$ cat config.mk
export PLATFORM = sky130hd
export DESIGN_NAME = pc_sequencer
export DESIGN_NICKNAME = d
export VERILOG_FILES = /design/src/rtl/pc_sequencer_pkg.sv /design/src/rtl/pc_sequencer_return_stack.sv /design/src/rtl/pc_sequencer.sv
export SDC_FILE = /design/constraint.sdc
export NUM_CORES = 1
export LEC_CHECK = 0
export CAP_MARGIN = 20
export CORE_ASPECT_RATIO = 1.25
export CORE_MARGIN = 2
export CORE_UTILIZATION = 50
export DETAILED_ROUTE_END_ITERATION = 16
export PLACE_DENSITY = 0.87
export SYNTH_ARGS = -nofsm -noshare
export SYNTH_HDL_FRONTEND = slang
export SYNTH_HIERARCHICAL = 1
export SYNTH_SLANG_ARGS = --single-unit
$ cat constraint.sdc
create_clock -name clock -period 10.4 [get_ports clock]
set_clock_uncertainty 0.05 [all_clocks]
set_input_delay 1.04 -clock clock [delete_from_list [all_inputs] [get_ports clock]]
set_output_delay 1.04 -clock clock [all_outputs]
set_load 0.02 [all_outputs]
$ cat src/rtl/pc_sequencer_pkg.sv
// Shared encodings and constants for the program-counter sequencer.
// Imported by pc_sequencer and return_stack.
package pc_pkg;

  // next-PC mode select encodings; 6 and 7 fall back to sequential
  localparam logic [2:0] PC_SEQ    = 3'd0;
  localparam logic [2:0] PC_BRANCH = 3'd1;
  localparam logic [2:0] PC_JUMP   = 3'd2;
  localparam logic [2:0] PC_JREG   = 3'd3;
  localparam logic [2:0] PC_CALL   = 3'd4;
  localparam logic [2:0] PC_RET    = 3'd5;

  localparam logic [31:0] PC_RESET_VECTOR_DEFAULT = 32'h0000_0000;
  localparam logic [31:0] PC_EXC_VECTOR_DEFAULT   = 32'h8000_0180;

  // word offsets become byte offsets by this shift
  localparam int unsigned INSTR_ALIGN_SHIFT = 2;

endpackage

$ cat src/rtl/pc_sequencer_return_stack.sv
// Circular return-address stack: write pointer plus occupancy count.
// A push onto a full stack silently overwrites the oldest entry.
module return_stack
  import pc_pkg::*;
#(
  parameter int unsigned WSIZE     = 32,
  parameter int unsigned RAS_DEPTH = 4
) (
  input  logic             clock,
  input  logic             reset,
  input  logic             push,
  input  logic             pop,
  input  logic [WSIZE-1:0] push_data,
  output logic [WSIZE-1:0] top,
  output logic             empty,
  output logic             full
);

  localparam int unsigned PTR_W = $clog2(RAS_DEPTH);
  localparam int unsigned CNT_W = PTR_W + 1;

  logic [WSIZE-1:0] mem_q [RAS_DEPTH];
  logic [PTR_W-1:0] wr_ptr_q, wr_ptr_d, top_ptr;
  logic [CNT_W-1:0] count_q, count_d;

  assign top_ptr = wr_ptr_q - PTR_W'(1);
  assign empty   = (count_q == '0);
  assign full    = (count_q == CNT_W'(RAS_DEPTH));
  assign top     = empty ? '0 : mem_q[top_ptr];

  // NOTE: every always_comb output gets a default first, so no path can infer a latch.
  always_comb begin
    wr_ptr_d = wr_ptr_q;
    count_d  = count_q;
    if (push) begin
      wr_ptr_d = wr_ptr_q + PTR_W'(1);
      if (!full) count_d = count_q + CNT_W'(1);
    end else if (pop && !empty) begin
      wr_ptr_d = top_ptr;
      count_d  = count_q - CNT_W'(1);
    end
  end

  // NOTE: sequential state uses non-blocking assignments so all registers update together.
  always_ff @(negedge clock) begin
    if (!reset) begin
      wr_ptr_q <= '0;
      count_q  <= '0;
    end else begin
      wr_ptr_q <= wr_ptr_d;
      count_q  <= count_d;
    end
  end

  // NOTE: the entry storage is deliberately not reset; an empty count masks stale contents.
  always_ff @(negedge clock) begin
    if (reset && push) mem_q[wr_ptr_q] <= push_data;
  end

endmodule

$ cat src/rtl/pc_sequencer.sv
// Program-counter unit: holds the PC, selects the next PC from the mode,
// and handles exception redirect/EPC and the call/return address stack.
module pc_sequencer
  import pc_pkg::*;
#(
  parameter int unsigned      WSIZE        = 32,
  parameter logic [WSIZE-1:0] RESET_VECTOR = WSIZE'(PC_RESET_VECTOR_DEFAULT),
  parameter logic [WSIZE-1:0] EXC_VECTOR   = WSIZE'(PC_EXC_VECTOR_DEFAULT),
  parameter int unsigned      RAS_DEPTH    = 4
) (
  input  logic             clock,
  input  logic             reset,
  input  logic             stall,
  input  logic [2:0]       pc_sel,
  input  logic             branch_taken,
  input  logic [WSIZE-1:0] branch_offset,
  input  logic [25:0]      jump_index,
  input  logic [WSIZE-1:0] reg_target,
  input  logic             exception,
  input  logic             eret,
  output logic [WSIZE-1:0] pc,
  output logic [WSIZE-1:0] pc_plus4,
  output logic [WSIZE-1:0] epc,
  output logic [WSIZE-1:0] ras_top,
  output logic             ras_empty,
  output logic             ras_full,
  output logic             misaligned
);

  logic [WSIZE-1:0] pc_q, pc_d;
  logic [WSIZE-1:0] epc_q, epc_d;
  logic             misaligned_q, misaligned_d;
  logic             ras_push, ras_pop;
  logic [WSIZE-1:0] branch_target, jump_target, jreg_target;

  assign pc_plus4      = pc_q + WSIZE'(4);
  assign branch_target = pc_plus4 + (branch_offset << INSTR_ALIGN_SHIFT);
  assign jump_target   = {pc_plus4[WSIZE-1:28], jump_index, 2'b00};
  assign jreg_target   = {reg_target[WSIZE-1:2], 2'b00};

  assign pc         = pc_q;
  assign epc        = epc_q;
  assign misaligned = misaligned_q;

  // exception and eret take effect even while stalled
  always_comb begin
    pc_d         = pc_q;
    epc_d        = epc_q;
    misaligned_d = 1'b0;
    ras_push     = 1'b0;
    ras_pop      = 1'b0;
    if (exception) begin
      epc_d = pc_q;
      pc_d  = EXC_VECTOR;
    end else if (eret) begin
      pc_d = epc_q;
    end else if (!stall) begin
      case (pc_sel)
        PC_BRANCH: pc_d = branch_taken ? branch_target : pc_plus4;
        PC_JUMP:   pc_d = jump_target;
        PC_JREG: begin
          pc_d         = jreg_target;
          misaligned_d = |reg_target[1:0];
        end
        PC_CALL: begin
          pc_d     = jump_target;
          ras_push = 1'b1;
        end
        PC_RET: begin
          if (!ras_empty) begin
            pc_d    = ras_top;
            ras_pop = 1'b1;
          end else begin
            pc_d         = jreg_target;
            misaligned_d = |reg_target[1:0];
          end
        end
        default:   pc_d = pc_plus4;
      endcase
    end
  end

  always_ff @(negedge clock) begin
    if (!reset) begin
      pc_q         <= RESET_VECTOR;
      epc_q        <= '0;
      misaligned_q <= 1'b0;
    end else begin
      pc_q         <= pc_d;
      epc_q        <= epc_d;
      misaligned_q <= misaligned_d;
    end
  end

  return_stack #(
    .WSIZE    (WSIZE),
    .RAS_DEPTH(RAS_DEPTH)
  ) u_return_stack (
    .clock    (clock),
    .reset    (reset),
    .push     (ras_push),
    .pop      (ras_pop),
    .push_data(pc_plus4),
    .top      (ras_top),
    .empty    (ras_empty),
    .full     (ras_full)
  );

endmodule

==> flow_summary.json, run 1 <==
{
  "synth-edff-count": 128,
  "endpoint_kind": "output port",
  "dp_slack_ns": 0.9810,
  "power-per-cell-area_nw_per_um2": 139.0,
  "vdd_drop_max_mv": 0.1266,
  "clk_pin_slew_ns": 0.07,
  "ys.warnings.count": 6,
  "grt_usage_pct": 33.19,
  "report.final.slew_viol_count": 0,
  "core.rowCount": 61,
  "crit_path_max_fanout": 10,
  "ctsResizeCount": 0,
  "final-hold-violation-count": 0,
  "design.portCount": 230,
  "worst-endpoint-arrival_ns": 8.84,
  "final_area_um2": 15350,
  "fillerInstances": 1605,
  "detail_route.vias_per_cell": 6.320,
  "drt_wl_total_mm": 40.75,
  "post_cts_hold_buffer_count": 0,
  "cts_max_path_bufs": 2,
  "postSynthAreaPerCell_um2": 10.79,
  "max_slew.worst_pin.slew_ns": 1.096,
  "fp.dieArea_um2": 23910,
  "routedWlPerCell_um": 23.13,
  "critPathLaunch": "pc[2]",
  "synth_nets": 1187,
  "first_pass_grt_wire_length_mm": 60.88,
  "die_h_um": 172.4,
  "clock_sinks": 198,
  "tns_ns": 0,
  "clk-insertion-delay-late_ns": 0.50,
  "post-dp-hpwl_mm": 27.75,
  "ys.flop_type": "sky130_fd_sc_hd__edfxtp_1",
  "dr_total_vias": 11140,
  "grt_pass1_vias": 11370,
  "die_w_um": 138.7,
  "final_layout_size_suffix_gt1_share_pct": 8.654,
  "finalSetupViolations": 0,
  "drt-initial-drc-count": 1447,
  "cts.htree.levels": 4,
  "crit_path_start_kind": "register",
  "yosysSeqAreaShare_pct": 46.25,
  "timing.rr.start": "pc[2]",
  "layout.nets": 1602,
  "maxSlewHeadroom_pct": 26.96,
  "syn-cell-area_um2": 11340,
  "postCtsSetupRepairBufs": 0,
  "leakage_nw": 6.118,
  "areaGrowthSynthToFinish_pct": 35.36,
  "dr.pass1.iters": 6,
  "initial_core_util_pct": 50.89,
  "grt_antenna_before_repair": 1,
  "route.detailed.drc": 0,
  "clock_tree_from_tritoncts": "yes",
  "core_area_um2": 22290,
  "post-route-worst-setup-slack_ns": 0.4706,
  "postPlaceCellArea_um2": 13970,
  "synth-async-reset-ratio_pct": 0,
  "final_weighted_congestion_of_routability_driven_global_placement": 1.026,
  "grt_overflow": 0,
  "tritoncts.num_buffers": 17,
  "timing.setup.critical_path_class": "register to output port",
  "worst_hold_path_type": "register to register",
  "maxCapViolations": 0,
  "syn_inst": 1051,
  "antenna_cells": 0,
  "maximum_number_of_pins_on_one_net_before_global_route_repair": 37,
  "status": "complete, no violations",
  "buffer_ports.inserted": 227,
  "ant_nets": 0,
  "critical_path_required_ns": 9.31,
  "postSynthRegisterBits": 198,
  "grt_setup_unrepaired": "no",
  "clock-root-buffer": "sky130_fd_sc_hd__clkbuf_16",
  "post_synthesis_cell_type_count": 79
}
[final cells by class]
type | instances | area (um2) | area share, %
Clock inverter | 213 | 962.2 | 6.268
Sequential cell | 198 | 5246 | 34.18
Clock buffer | 17 | 425.4 | 2.771
Inverter | 30 | 112.6 | 0.7336
Multi-Input combinational cell | 753 | 5685 | 37.04
Tap cell | 283 | 354.1 | 2.307
Timing Repair Buffer | 268 | 2565 | 16.71
[where the power goes]
group / total (mW) / internal [mW] / leakage [nW] / switching [mW]
sequential: 0.852 / 0.843 / 1.60 / 0.00909
clock: 1.04 / 0.477 / 1.37 / 0.563
combinational: 0.241 / 0.105 / 3.14 / 0.137
[state kept, by name, summed over array words and instances, names as in the netlist, named ones only]
register,flops
u_return_stack/mem_q,128
epc,32
pc,30
u_return_stack/count_q,3
u_return_stack/wr_ptr_q,2
misaligned,1
[through the flow]
step	hold WS, ns	util, %	instances	power [mW]
floorplan	0.4444	-	1051	1.104
global placement	0.4734	62.69	1534	1.206
detailed placement	0.4803	62.69	1534	1.209
CTS	0.4855	68.88	1762	2.142
global route	0.5055	68.88	1762	2.241
finish	0.4837	68.88	1762	2.134
[worst max-delay path, cell delays in order, from the launching register on]
cell	delay, ns
sky130_fd_sc_hd__dfxtp_1	0.50
sky130_fd_sc_hd__and4_1	0.36
sky130_fd_sc_hd__nand4_4	0.30
sky130_fd_sc_hd__nor4_4	0.48
sky130_fd_sc_hd__nand3_1	0.16
sky130_fd_sc_hd__xnor2_1	0.61
sky130_fd_sc_hd__clkdlybuf4s50_1	0.74
[kinds of logic after synthesis]
family                     share of synthesized area [%]
AOI/OAI and AO/OA                                  16.26
xor gates and xnor gates                           3.939
adders and majority gates                          4.214
buffers and inverters                              3.917
DFF                                                46.25
muxes                                              9.543
and+or+nand+nor                                    15.88
[synth_stat cells (12+ instances only)]
cell type                    n  area [um2]
sky130_fd_sc_hd__edfxtp_1  128        3844
sky130_fd_sc_hd__nand2_1    79       296.5
sky130_fd_sc_hd__nor2b_1    71       444.2
sky130_fd_sc_hd__dfxtp_1    70        1401
sky130_fd_sc_hd__a21oi_1    68       340.3
sky130_fd_sc_hd__nor2_1     53       198.9
sky130_fd_sc_hd__o21ai_0    46       230.2
sky130_fd_sc_hd__clkbuf_1   40       150.1
sky130_fd_sc_hd__ha_1       35       437.9
sky130_fd_sc_hd__mux2i_1    35       350.3
sky130_fd_sc_hd__xnor2_1    35       306.5
sky130_fd_sc_hd__inv_1      32       120.1
sky130_fd_sc_hd__mux4_2     32       720.7
sky130_fd_sc_hd__a221oi_1   28       245.2
sky130_fd_sc_hd__nand3_1    20       100.1
sky130_fd_sc_hd__nor3_1     19       95.09
sky130_fd_sc_hd__xor2_1     16       140.1
sky130_fd_sc_hd__a21o_1     15       112.6
sky130_fd_sc_hd__a221o_1    14       140.1
sky130_fd_sc_hd__and3_1     13       81.33
sky130_fd_sc_hd__buf_2      12       60.06
sky130_fd_sc_hd__o21ai_1    12       60.06
[path summary, 6_finish.rpt]
path	endpoint	slack [ns]	depth (start not counted)
max	pc_plus4[27]	0.47	6
min	u_return_stack/mem_q[2][0]	0.48	0
max reg2reg	pc[31]	5.34	15
min reg2reg	u_return_stack/mem_q[2][0]	0.48	0
[placed cells by master, fill, tap and decap left out, drive strengths merged, types with 14 or more instances in the layout]
cell / n
clkdlybuf4s50: 224
inv: 238
nand3: 20
mux2i: 35
ha: 35
mux4: 32
a21oi: 68
a21o: 15
nor3: 21
xor2: 16
o21ai: 58
buf: 44
nand2: 79
edfxtp: 128
clkbuf: 17
nor2: 53
xnor2: 35
a221oi: 28
dfxtp: 70
a221o: 14
nor2b: 71
[metal layers]
metal / routed length (um) / part of all wire [%] / global-route usage [%] / vias to the layer above
met5: 0 / 0 / 0 / -
met4: 2495 / 6.1 / 22.49 / 0
met3: 4349 / 11 / 10.02 / 195
met2: 19670 / 48 / 54.69 / 847
met1: 14240 / 35 / 37.50 / 5265
li1: - / - / - / 4829
(Power assumes the default switching activity.)
==> inputs of run 2 (changes only) <==
==> constraint.sdc (replaced) <==
create_clock -name clock -period 11.6 [get_ports clock]
set_clock_uncertainty 0.05 [all_clocks]
set_input_delay 1.16 -clock clock [delete_from_list [all_inputs] [get_ports clock]]
set_output_delay 1.16 -clock clock [all_outputs]
set_load 0.02 [all_outputs]
==> flow_summary.json, run 2 (synthesized netlist as in run 1, its figures left out) <==
{
  "maxSlewHeadroom_pct": 26.45,
  "grt_util_met2_pct": 54.63,
  "cts_max_path_bufs": 2,
  "clk-insertion-delay-late_ns": 0.51,
  "clock_sinks": 198,
  "most_common_library_cell_in_the_layout_ignoring_fill_and_taps": "sky130_fd_sc_hd__inv_1",
  "endpoint_kind": "output port",
  "drt_wl_total_mm": 41.09,
  "leakage_nw": 6.053,
  "fp.dieArea_um2": 23910,
  "tritoncts.num_buffers": 17,
  "cts.htree.levels": 4,
  "route.detailed.drc": 0,
  "critPathLaunch": "pc[2]",
  "areaGrowthSynthToFinish_pct": 34.48,
  "endpoint_of_the_worst_slack_reg_to_reg_timing_path": "pc[31]",
  "timing.rr.start": "pc[2]",
  "clock_tree_from_tritoncts": "yes",
  "buffer_ports.inserted": 227,
  "ant_nets": 0,
  "final_weighted_congestion_of_routability_driven_global_placement": 0.9751,
  "final_layout_size_suffix_gt1_share_pct": 8.095,
  "detail_route.vias_per_cell": 6.328,
  "die_h_um": 172.4,
  "grt_pass1_vias": 11140,
  "final-hold-violation-count": 0,
  "maxCapViolations": 0,
  "postCtsSetupRepairBufs": 0,
  "largest_register_ff_count": 128,
  "layout.cells.most_common_list": "sky130_fd_sc_hd__inv_1 (229), sky130_fd_sc_hd__clkdlybuf4s50_1 (224), sky130_fd_sc_hd__edfxtp_1 (128)",
  "design.portCount": 230,
  "finalSetupViolations": 0,
  "maximum_number_of_pins_on_one_net_before_global_route_repair": 52,
  "first_pass_grt_wire_length_mm": 61.11,
  "grt_usage_pct": 33.46,
  "post-dp-hpwl_mm": 27.89,
  "max_slew.worst_pin.slew_ns": 1.099,
  "drt-initial-drc-count": 1386,
  "grt_antenna_before_repair": 1,
  "power-per-cell-area_nw_per_um2": 122.3,
  "critical_path_required_ns": 10.39,
  "crit_path_max_fanout": 8,
  "layout.nets": 1593,
  "timing.critical_path.to": "pc_plus4[30]",
  "clock-root-buffer": "sky130_fd_sc_hd__clkbuf_16",
  "core_area_um2": 22290,
  "ctsResizeCount": 0,
  "worst-r2r-setup-slack_ns": 6.38,
  "global_route.peak_usage_layer": "met2",
  "die_w_um": 138.7,
  "power_frac_comb_pct": 11.5,
  "routedWlPerCell_um": 23.42,
  "internal-power_mw": 1.233,
  "crit_path_start_kind": "register",
  "grt_overflow": 0,
  "core.rowCount": 61,
  "vdd_drop_max_mv": 0.1054,
  "sw_frac_of_total_pct": 33.88,
  "power_switching_mw": 0.6317,
  "post_cts_hold_buffer_count": 0,
  "tns_ns": 0,
  "finalPower_mw": 1.864,
  "report.final.slew_viol_count": 0,
  "pwr-share-clk_pct": 47.5,
  "dr_total_vias": 11100,
  "grt_util_met1_pct": 38.65,
  "initial_core_util_pct": 50.89,
  "grt_setup_unrepaired": "no",
  "top_reg_by_flops": "u_return_stack/mem_q",
  "dr.pass1.iters": 7,
  "worstRegToRegCells": 15,
  "timing.setup.critical_path_class": "register to output port",
  "groute.layer.met3.usage_pct": 9.526,
  "worst_hold_path_type": "register to register",
  "status": "complete, no violations",
  "clk_pin_slew_ns": 0.05,
  "worst-endpoint-arrival_ns": 9.67,
  "power.sequential.fraction_pct": 41.0
}
==> run 2: cell types whose count changed in the layout (fill, tap and decap cells not counted), sizes merged <==
cell,change
diode,+1
bufinv,-2
clkinv,+2
buf,-9
==> run 2: worst min-delay path by stage <==
stage / from / to / slack, ns / cells past startpoint
after floorplan: u_return_stack/count_q[1] / u_return_stack/count_q[1] / 0.44 / 2
after detailed placement: epc[17] / epc[17] / 0.48 / 2
after CTS: epc[23] / pc[23] / 0.48 / 2
after global placement: epc[30] / epc[30] / 0.47 / 2
final: epc[23] / pc[23] / 0.46 / 2
after global routing: epc[19] / epc[19] / 0.51 / 2
==> run 2: area by class of cell <==
cell class                 count  area [um2]
sequential                   198        5246
multi-input combinational    753        5685
fill                        1649        7036
clock inverter               213       914.6
inverter                      30       112.6
tap                          283       354.1
timing repair buffer         259        2510
antenna                        1       2.502
clock buffer                  17       425.4
==> run 2: power groups by stage <==
stage | Clock, mW | Combinational [mW] | Sequential [mW]
after floorplan | 0.103 | 0.110 | 0.776
after global placement | 0.103 | 0.204 | 0.773
after detailed placement | 0.103 | 0.207 | 0.774
after CTS | 0.902 | 0.209 | 0.764
after global routing | 0.971 | 0.226 | 0.763
final | 0.886 | 0.215 | 0.764
==> run 2: worst max-delay path: stages (launching register included) <==
cell and delay, ns:
sky130_fd_sc_hd__dfxtp_1 0.49, sky130_fd_sc_hd__ha_1 0.29, sky130_fd_sc_hd__nand3_1 0.28, sky130_fd_sc_hd__or2_1 0.41
sky130_fd_sc_hd__nor2_1 0.48, sky130_fd_sc_hd__nand4_1 0.18, sky130_fd_sc_hd__xnor2_1 0.53, sky130_fd_sc_hd__clkdlybuf4s50_1 0.72
==> run 2: layer usage <==
metal,wire [um],vias to the layer above
met5,0,-
met4,2620,0
met3,4239,201
met2,19880,850
met1,14350,5227
li1,-,4821
==> run 2: stage by stage <==
stage          cell area, um2  instances  utilization (%)  setup slack, ns  hold WS, ns
5_1_grt                 15250       1754            68.43           0.6340       0.5105
2_1_floorplan           11340       1051                -            2.032       0.4444
6_report                15250       1754            68.43           0.7212       0.4603
4_1_cts                 15250       1753            68.42           0.9044       0.4753
3_5_place_dp            13920       1525            62.44            1.366       0.4791
3_3_place_gp            13920       1525            62.44            1.372       0.4724
